<file path="src/rtl/tjpu_pkg.sv">
// Shared TJPU feature-path definitions: padding FSM states, default field
// widths and padded-dimension helper.
package tjpu_pkg;

  localparam int unsigned DEF_DIM_BITS = 11;
  localparam int unsigned DEF_PAD_BITS = 2;

  typedef enum logic [2:0] {
    IDLE,
    TOP,
    LEFT,
    BODY,
    RIGHT,
    BOTTOM,
    FIN
  } pad_state_t;

  // dim + 2*pad, one bit wider than dim so it can never overflow.
  function automatic logic [16:0] padded_dim(input logic [15:0] dim, input logic [3:0] pad);
    return {1'b0, dim} + {12'b0, pad, 1'b0};
  endfunction

endpackage

</file>
<file path="src/rtl/padding_gen_if.sv">
// Stream-in / FIFO-out bundle of the padding generator.
interface padding_gen_if #(
  parameter int unsigned WIDTH = 256
);
  logic [WIDTH-1:0] s_data;
  logic             s_valid;
  logic             s_ready;
  logic [WIDTH-1:0] fifo_din;
  logic             fifo_wr_en;
  logic             fifo_s_ready;

  // padding_gen side
  modport slave (
    input  s_data, s_valid, fifo_s_ready,
    output s_ready, fifo_din, fifo_wr_en
  );

  // producer / FIFO side
  modport master (
    output s_data, s_valid, fifo_s_ready,
    input  s_ready, fifo_din, fifo_wr_en
  );
endinterface

</file>
<file path="src/rtl/pad_counter.sv">
// 2-D column/row sweep counter with clear, enable and terminal-value flags.
module pad_counter #(
  parameter int unsigned W = 12
) (
  input  logic         clk,
  input  logic         rst,
  input  logic         clr,
  input  logic         en,
  input  logic [W-1:0] col_last,
  input  logic [W-1:0] row_last,
  output logic [W-1:0] col,
  output logic [W-1:0] row,
  output logic         col_wrap,
  output logic         row_wrap
);

  // Terminal flags: the next advance wraps the column (and the row).
  always_comb begin
    col_wrap = (col == col_last);
    row_wrap = (row == row_last);
  end

  // Column advances per enable; row advances when the column wraps.
  always_ff @(posedge clk) begin
    if (rst || clr) begin
      col <= '0;
      row <= '0;
    end else if (en) begin
      if (col_wrap) begin
        col <= '0;
        row <= row_wrap ? '0 : row + 1'b1;
      end else begin
        col <= col + 1'b1;
      end
    end
  end

endmodule

</file>
<file path="src/rtl/padding_gen.sv">
// Wraps an unpadded row-major feature map with P zero words on every side
// and writes the padded map into the padding FIFO, throttled by its S_Ready.
module padding_gen
  import tjpu_pkg::*;
#(
  parameter int unsigned WIDTH    = 256,
  parameter int unsigned DIM_BITS = DEF_DIM_BITS,
  parameter int unsigned PAD_BITS = DEF_PAD_BITS
) (
  input  logic                clk,
  input  logic                rst,
  input  logic                start,
  input  logic [DIM_BITS-1:0] cfg_cols,
  input  logic [DIM_BITS-1:0] cfg_rows,
  input  logic [PAD_BITS-1:0] cfg_pad,
  padding_gen_if.slave        bus,
  output logic                busy,
  output logic                done
);

  localparam int unsigned CW = DIM_BITS + 1;

  pad_state_t    state_q, state_d, region;
  logic [CW-1:0] cols_q, rows_q, pad_q, w_q, h_q;
  logic          zero_q;
  logic          cfg_zero, accept_start;
  logic          pad_slot, fire;
  logic [CW-1:0] col_cnt, row_cnt, col_last, row_last;
  logic [CW-1:0] nxt_col, nxt_row;
  logic          col_wrap, row_wrap;

  // Start handling, emit decision and handshake outputs.
  always_comb begin
    cfg_zero     = (cfg_cols == '0) || (cfg_rows == '0);
    accept_start = (state_q == IDLE) && start;
    pad_slot     = (state_q == TOP) || (state_q == LEFT) ||
                   (state_q == RIGHT) || (state_q == BOTTOM);
    bus.s_ready  = (state_q == BODY) && bus.fifo_s_ready;
    fire         = !zero_q && bus.fifo_s_ready &&
                   (pad_slot || ((state_q == BODY) && bus.s_valid));
    col_last     = w_q - 1'b1;
    row_last     = h_q - 1'b1;
    busy         = (state_q != IDLE);
    done         = (state_q == FIN);
  end

  // Frame configuration, captured only on an accepted start.
  always_ff @(posedge clk) begin
    if (rst) begin
      cols_q <= '0;
      rows_q <= '0;
      pad_q  <= '0;
      w_q    <= '0;
      h_q    <= '0;
      zero_q <= 1'b0;
    end else if (accept_start) begin
      cols_q <= CW'(cfg_cols);
      rows_q <= CW'(cfg_rows);
      pad_q  <= CW'(cfg_pad);
      w_q    <= CW'(padded_dim(16'(cfg_cols), 4'(cfg_pad)));
      h_q    <= CW'(padded_dim(16'(cfg_rows), 4'(cfg_pad)));
      zero_q <= cfg_zero;
    end
  end

  pad_counter #(
    .W(CW)
  ) u_cnt (
    .clk      (clk),
    .rst      (rst),
    .clr      (accept_start),
    .en       (fire),
    .col_last (col_last),
    .row_last (row_last),
    .col      (col_cnt),
    .row      (row_cnt),
    .col_wrap (col_wrap),
    .row_wrap (row_wrap)
  );

  // Region of the padded position the sweep moves to after this emit.
  // Deriving the next state from that position realises all the per-state
  // emit counts (P*W, P, cols, P) without separate per-state counters.
  always_comb begin
    nxt_col = col_wrap ? '0 : col_cnt + 1'b1;
    nxt_row = col_wrap ? row_cnt + 1'b1 : row_cnt;
    if (nxt_row < pad_q)                  region = TOP;
    else if (nxt_row >= pad_q + rows_q)   region = BOTTOM;
    else if (nxt_col < pad_q)             region = LEFT;
    else if (nxt_col < pad_q + cols_q)    region = BODY;
    else                                  region = RIGHT;
  end

  // Next-state logic.
  always_comb begin
    state_d = state_q;
    unique case (state_q)
      IDLE: begin
        if (start) begin
          // Empty maps pass through one non-emitting state so done lands
          // two cycles after start.
          if (cfg_zero)             state_d = LEFT;
          else if (cfg_pad != '0)   state_d = TOP;
          else                      state_d = BODY;
        end
      end
      FIN:     state_d = IDLE;
      default: begin
        if (zero_q)    state_d = FIN;
        else if (fire) state_d = (col_wrap && row_wrap) ? FIN : region;
      end
    endcase
  end

  // State register.
  always_ff @(posedge clk) begin
    if (rst) state_q <= IDLE;
    else     state_q <= state_d;
  end

  // FIFO write register: one-cycle latency, data held between writes.
  always_ff @(posedge clk) begin
    if (rst) begin
      bus.fifo_wr_en <= 1'b0;
      bus.fifo_din   <= '0;
    end else begin
      bus.fifo_wr_en <= fire;
      if (fire) bus.fifo_din <= (state_q == BODY) ? bus.s_data : '0;
    end
  end

endmodule

</file>
<file path="src/flat_wrapper.sv">
// flat-port wrapper written by rule: the top's interface ports become plain ports
module padding_gen_flat import tjpu_pkg::*;
#(
  parameter int unsigned WIDTH    = 256,
  parameter int unsigned DIM_BITS = DEF_DIM_BITS,
  parameter int unsigned PAD_BITS = DEF_PAD_BITS
)
  (clk, rst, start, cfg_cols, cfg_rows, cfg_pad, busy, done, bus_s_data, bus_s_valid, bus_fifo_s_ready, bus_s_ready, bus_fifo_din, bus_fifo_wr_en);
  padding_gen_if #(.WIDTH(WIDTH)) bus_i ();
  input  logic clk;
  input  logic rst;
  input  logic start;
  input  logic [DIM_BITS-1:0] cfg_cols;
  input  logic [DIM_BITS-1:0] cfg_rows;
  input  logic [PAD_BITS-1:0] cfg_pad;
  output logic busy;
  output logic done;
  input wire logic [$bits(bus_i.s_data)-1:0] bus_s_data;
  input wire logic [$bits(bus_i.s_valid)-1:0] bus_s_valid;
  input wire logic [$bits(bus_i.fifo_s_ready)-1:0] bus_fifo_s_ready;
  output wire logic [$bits(bus_i.s_ready)-1:0] bus_s_ready;
  output wire logic [$bits(bus_i.fifo_din)-1:0] bus_fifo_din;
  output wire logic [$bits(bus_i.fifo_wr_en)-1:0] bus_fifo_wr_en;
  assign bus_i.s_data = bus_s_data;
  assign bus_i.s_valid = bus_s_valid;
  assign bus_i.fifo_s_ready = bus_fifo_s_ready;
  assign bus_s_ready = bus_i.s_ready;
  assign bus_fifo_din = bus_i.fifo_din;
  assign bus_fifo_wr_en = bus_i.fifo_wr_en;
  padding_gen #(.WIDTH(WIDTH), .DIM_BITS(DIM_BITS), .PAD_BITS(PAD_BITS)) u_core (.clk(clk), .rst(rst), .start(start), .cfg_cols(cfg_cols), .cfg_rows(cfg_rows), .cfg_pad(cfg_pad), .bus(bus_i), .busy(busy), .done(done));
endmodule
</file>
<file path="config.mk">
export PLATFORM = sky130hd
export DESIGN_NAME = padding_gen_flat
export DESIGN_NICKNAME = d
export VERILOG_FILES = /design/src/rtl/tjpu_pkg.sv /design/src/rtl/padding_gen_if.sv /design/src/rtl/pad_counter.sv /design/src/rtl/padding_gen.sv /design/src/flat_wrapper.sv
export SDC_FILE = /design/constraint.sdc
export NUM_CORES = 1
export LEC_CHECK = 0
export CORE_AREA = 2 2 213 215
export DETAILED_ROUTE_END_ITERATION = 8
export DIE_AREA = 0 0 215 217
export SLEW_MARGIN = 25
export SYNTH_ARGS = -nofsm -noshare
export SYNTH_HDL_FRONTEND = slang
export SYNTH_HIERARCHICAL = 1
export SYNTH_SLANG_ARGS = --single-unit
</file>
<file path="constraint.sdc">
create_clock -name clk -period 5.4 [get_ports clk]
set_input_delay 1.35 -clock clk [delete_from_list [all_inputs] [get_ports clk]]
set_output_delay 1.35 -clock clk [all_outputs]
set_load 0.01 [all_outputs]
</file>
# == Word-level counts from Yosys, hierarchy flattened ==
# Cells that the tools add are included.
# totals
regBits,333
input_bits,285
output_inout_bits,260
word_cells,68
# op_classes
n_addsub,8
n_lt_le_gt_ge,4
n_eq_ne,9
mux,15
n_reduce_logical,21
# op_table
cell,n
$mux 256,1
$mux 12,3
$mux 3,9
$add 11x3->12,2
$add 12x1->12 const B,2
$add 2x11->12,2
$eq 12x12->1,2
$lt 12x2->1,2
$sub 12x1->12 const B,2
$logic_not 11->1,2
$ge 12x12->1,1
$lt 12x12->1,1
$eq 3x3->1 const B,3
$eq 3x2->1 const B,2
$logic_and 1x1->1,6
$logic_or 1x1->1,6
$pmux 3 s2,1
$reduce_and 2->1,2
$reduce_bool 4->1,1
$eq 3x1->1 const B,1
$logic_not 3->1,1
$reduce_bool 3->1,1
$mux 2,1
$ne 2x2->1 const B,1
2 further kinds,2

# == Depth between registers and ports, before layout ==
# depth
word_depth,12
mapped_depth,21
depth_no_buf,19

# == Hierarchy ==
# Netlist, hierarchy kept.
# by_module_without_submodules
mod,n_inst,cells_each,area_per_inst_um2,seq_area_each_um2
padding_gen,1,1161,12075.3,6145.9
pad_counter,1,165,1440.1,480.5

# == Worst setup path after synthesis ==
# No wires, ideal clock.
# synth_path
path_type,register -> register
start,register u_core.w_q[7]
end,register u_core.state_q[0]
setup_ns,0.120
arrival_time_ns,4.299
t_required_ns,5.280
slack_ns,0.981
stages_incl_launch_ff,19
path_buffers,3
period_less_slack_ns,4.419
path_cell_list,dfxtp_1 -> or4_1 -> nor3_1 -> xor2_1 -> xnor2_1 -> nand4_1 -> nor2_1 -> and2_2 -> buf_6 -> clkbuf_1 -> clkbuf_1 -> nor2b_1 -> ha_1 -> or2b_2 -> a21oi_1 -> or4b_4 -> a311o_1 -> o2111a_1 -> a211o_1
# synth_between
elab_chain_cells,12
elab_cells_between_ends,17
cone_classes,add/sub: 1; order compare: 4; eq/ne: 1; mux: 10; reduce/logical: 1
# synth_lines
element,line_no,source
"start, declared",padding_gen.sv:24,"logic [CW-1:0] cols_q, rows_q, pad_q, w_q, h_q;"
"start signal, assigned",padding_gen.sv:60,"w_q <= CW'(padded_dim(16'(cfg_cols), 4'(cfg_pad)));"
$sub 12x1->12 *,padding_gen.sv:41,col_last = w_q - 1'b1;
via u_core.col_last[11],padding_gen.sv:28,"logic [CW-1:0] col_cnt, row_cnt, col_last, row_last;"
$eq 12x12->1 *,pad_counter.sv:19,col_wrap = (col == col_last);
via u_core.col_wrap,padding_gen.sv:30,"logic col_wrap, row_wrap;"
$mux 12,padding_gen.sv:85,nxt_col = col_wrap ? '0 : col_cnt + 1'b1;
$lt 12x12->1,padding_gen.sv:90,else if (nxt_col < pad_q + cols_q) region = BODY;
$mux 3,padding_gen.sv:90,
$mux 3,padding_gen.sv:89,else if (nxt_col < pad_q) region = LEFT;
$mux 3,padding_gen.sv:88,else if (nxt_row >= pad_q + rows_q) region = BOTTOM;
$mux 3,padding_gen.sv:87,if (nxt_row < pad_q) region = TOP;
$mux 3 * (2 in series),padding_gen.sv:110,else if (fire) state_d = (col_wrap && row_wrap) ? FIN : region;
$mux 3 *,padding_gen.sv:109,if (zero_q) state_d = FIN;
$pmux 3 s2 *,padding_gen.sv:97,unique case (state_q)
"end signal, assigned",padding_gen.sv:118,else state_q <= state_d;
"end, declared",padding_gen.sv:23,"pad_state_t state_q, state_d, region;"
# Mark *: on every way through the listed nets, which the timed path passes. The rest lies on a longest branch. The select of a mux whose other input is x is not followed.
# A chain may end at the register's enable or synchronous reset.

# == Worst setup path after layout ==
# layout_path
start,register u_core.w_q[2]
end,register u_core.state_q[0]
# The elaborated chain is that of the path after synthesis.

==> flow_summary_export.csv <==
group,metric,value,unit
global_route,use_met3,0.0792,
drt,route.detailed.drc,0,
timing,fin_worst_skew,0.0187,ns
worst_setup_path,worstPathArrival,5.33,ns
synthesis,ys_top_cells_by_area,"dfxtp_1 49%, a22o_1 17%, ha_1 3.6%",
outcome,status,"complete, no violations",
power_and_ir_drop,p_leak,7.80,nW
synthesis,synth_edf_count,0,
clock_tree,cts_resized,0,
floorplan,rows,78,
clock_tree,numCtsBuffers,41,
global_route,grt_usage,0.234,
floorplan,die_h,217,microns
worst_setup_path,start_kind,"register",
synthesis,synth_cells,1326,
synthesis,synth_area,13500,sq um
synthesis,synth_cell_types,72,
timing,finalMaxSlewViolations,0,
worst_setup_path,path_class,"reg2reg",
synthesis,ys_seq_area_frac,0.490,
global_route,grt.overflow.total,0,
clock_tree,post_cts_buffers,0,
worst_setup_path,worstPathRequired,5.84,ns
synthesis,ys_async_sr_fraction,0,
global_route,first_global_vias,11900,
timing,hold_viol_final,0,
worst_setup_path,critPathMaxFanout,27,
global_route,grt_use_met1,0.294,
clock_tree,clk_path_buf_depth,3,
drt,drtPass1Iterations,4,
global_route,globalRouteMet2Util,0.363,
placement,post-dp-hpwl,44.9,mm
clock_tree,clock-sinks,331,
timing,fmax,205,MHz
cells_and_area,multi_input_area,6420,sq um
cells_and_area,drive_gt1_frac,0.0556,
cells_and_area,nets,2172,
drt,num_vias,12600,
synthesis,syn-mean-instance-area,10.2,sq um
global_route,grt_pass1_wl,81.5,mm
timing,tns,0,ns
floorplan,ioPinCount,545,
timing,rsz0062_at_grt,"false",
timing,finalSetupViolCount,0,
timing,relSlewSlack,0.535,
floorplan,design.core.area,44700,sq um
synthesis,ys.flop_type,"dfxtp_1",
synthesis,yosys.area.top_type_share,0.490,
clock_tree,clock_latency,0.55,ns
cells_and_area,fin_cells,2476,
placement,gp_congestion,0.922,
floorplan,die_area,46700,sq um
drt,drt_iter0_markers,1013,
drt,viasPerCell,5.09,
clock_tree,clkTransAtPathRegs,0.06,ns
power_and_ir_drop,ir_drop,0.201,mV
drt,wl,57.2,mm
hold_path,hold_class,"reg2reg",
timing,fin_crit,4.89,ns
synthesis,ys_seq_elements,331,
synthesis,yosys.area.top_type,"dfxtp_1",
global_route,grt_max_degree,98,
clock_tree,cts_tree,"built",
power_and_ir_drop,power_density,340,nW/um^2
drt,wl_per_cell,23.1,microns
synthesis,ys_warn_count,6,
timing,min_period_over_period,0.905,
placement,io_buffers,544,
clock_tree,hold_buffers,0,
floorplan,start_util,0.302,
synthesis,syn_nets,1654,
cells_and_area,seqCellArea,6630,sq um
flow_run,drv_cap,0,
global_route,antenna_found_initial,24,
placement,place_inst,2401,
timing,worstMarginPinSlew,0.696,ns
cells_and_area,fillers,4268,
clock_tree,cts-root-buf,"clkbuf_16",
cells_and_area,synthToLayoutAreaGrowth,54.0,%
worst_setup_path,critPathCaptureType,"register",
drt,antenna_left,0,
floorplan,die_width,215,microns
clock_tree,ctsHtreeMaxLevel,2,
global_route,top_usage_layer,"met2",
-- state kept, by name, indices dropped and copies added (netlist names), 3 cells and up --
name,cells
u_core/cols_q,10
u_core/u_cnt/row,12
u_core/h_q,12
u_core/bus.fifo_din,256
u_core/w_q,12
u_core/rows_q,10
u_core/state_q,3
u_core/u_cnt/col,12
-- worst max-delay path, stage by stage (launching register included) --
cell and delay [ns]:
dfxtp_1 0.35, nor4_1 0.36, nand2_1 0.15, nor4_1 0.25
xor2_1 0.24, xnor2_1 0.15, nand4_1 0.14, nor2_1 0.16
and2_2 0.52, nand2_1 0.23, nor2_1 0.31, xor2_1 0.20
ha_1 0.25, and2_1 0.17, a221oi_1 0.29, o31ai_1 0.16
a221oi_1 0.41, o31ai_1 0.14, a211o_1 0.27
-- layout by cell type (no fill, tap or decap), drive strengths merged, types with 3 or more instances in the layout --
| cell type | instances |
|---|---|
| a211oi | 16 |
| a21o | 12 |
| a21oi | 41 |
| a22o | 256 |
| a311oi | 4 |
| a32oi | 9 |
| and2 | 14 |
| and3 | 14 |
| and4 | 4 |
| buf | 17 |
| clkbuf | 57 |
| clkdlybuf4s50 | 543 |
| clkinv | 5 |
| clkinvlp | 5 |
| dfxtp | 331 |
| diode | 4 |
| fa | 4 |
| ha | 39 |
| inv | 31 |
| mux2 | 4 |
| nand2 | 101 |
| nand2b | 3 |
| nand3 | 29 |
| nand4 | 27 |
| nor2 | 75 |
| nor2b | 8 |
| nor3 | 19 |
| nor4 | 12 |
| o21ai | 12 |
| o21bai | 3 |
| o31ai | 15 |
| or2 | 7 |
| or3 | 7 |
| or4 | 4 |
| xnor2 | 55 |
| xor2 | 51 |
-- final timing paths --
| path | cells past startpoint | slack (ns) | from | to |
|---|---|---|---|---|
| worst max-delay path | 18 | 0.51 | u_core/w_q[2] | u_core/state_q[0] |
| worst min-delay path | 1 | 0.48 | u_core/bus.fifo_din[225] | u_core/bus.fifo_din[225] |
| worst max register to register | 18 | 0.51 | u_core/w_q[2] | u_core/state_q[0] |
| worst min register to register | 1 | 0.48 | u_core/bus.fifo_din[225] | u_core/bus.fifo_din[225] |
-- Yosys cell counts (9+ instances only) --
library cell / count
inv_1: 27
and3_1: 13
o31ai_1: 15
dfxtp_1: 331
nand4_1: 27
o21ai_0: 11
xnor2_1: 55
a21o_1: 12
a22o_1: 256
ha_1: 39
buf_2: 31
a21oi_1: 40
a32oi_1: 9
nand2_1: 101
xor2_1: 51
a211oi_1: 16
clkbuf_1: 44
nor3_1: 19
nor2_1: 75
nor4_1: 11
nand3_1: 29
and2_1: 13
-- cells by family (layout without fill, tap and decap cells) --
kind of cell               Yosys count  count (layout)  synth area share
muxes                                5               5           0.00463
xor gates and xnor gates           106             106            0.0687
other                                0               4                 0
adders and majority gates           43              43            0.0420
AOI/OAI and AO/OA                  390             390             0.234
buffers and inverters              113             659            0.0356
DFF                                331             331             0.490
and+or+nand+nor                    338             338             0.125
-- per-stage QoR --
| stage | hold WS (ns) | util | worst slack [ns] | instance area [sq um] | total power [mW] |
|---|---|---|---|---|---|
| 2_1_floorplan | 0.445 | - | 0.981 | 13500 | 3.82 |
| 3_3_place_gp | 0.460 | 0.437 | 0.757 | 19500 | 4.46 |
| 3_5_place_dp | 0.463 | 0.437 | 0.584 | 19500 | 4.48 |
| 4_1_cts | 0.480 | 0.465 | 0.564 | 20800 | 7.16 |
| 5_1_grt | 0.484 | 0.465 | 0.0587 | 20800 | 7.44 |
| 6_report | 0.475 | 0.466 | 0.515 | 20800 | 7.09 |
-- layout make-up --
type,instances,area share
inverters,28,0.00505
repair buffers,560,0.270
multi-input cells,882,0.309
clock inverters,14,0.00571
well taps,600,0.0361
flip-flops and latches,331,0.318
clock buffers,57,0.0560
diodes,4,0.000481
-- metal layers --
metal / routed length [microns] / vias to the layer above
met4: 2550 / 28
met5: 181 / -
met1: 24100 / 5995
met2: 25200 / 500
li1: - / 5964
met3: 5160 / 110
-- power by group --
| group | switching, mW | total (mW) | leakage [nW] | internal [mW] |
|---|---|---|---|---|
| registers | 0.165 | 2.75 | 2.67 | 2.59 |
| clock network | 1.09 | 2.65 | 0.620 | 1.56 |
| logic | 0.914 | 1.69 | 4.51 | 0.775 |
Power figures use the tool's default switching activity.
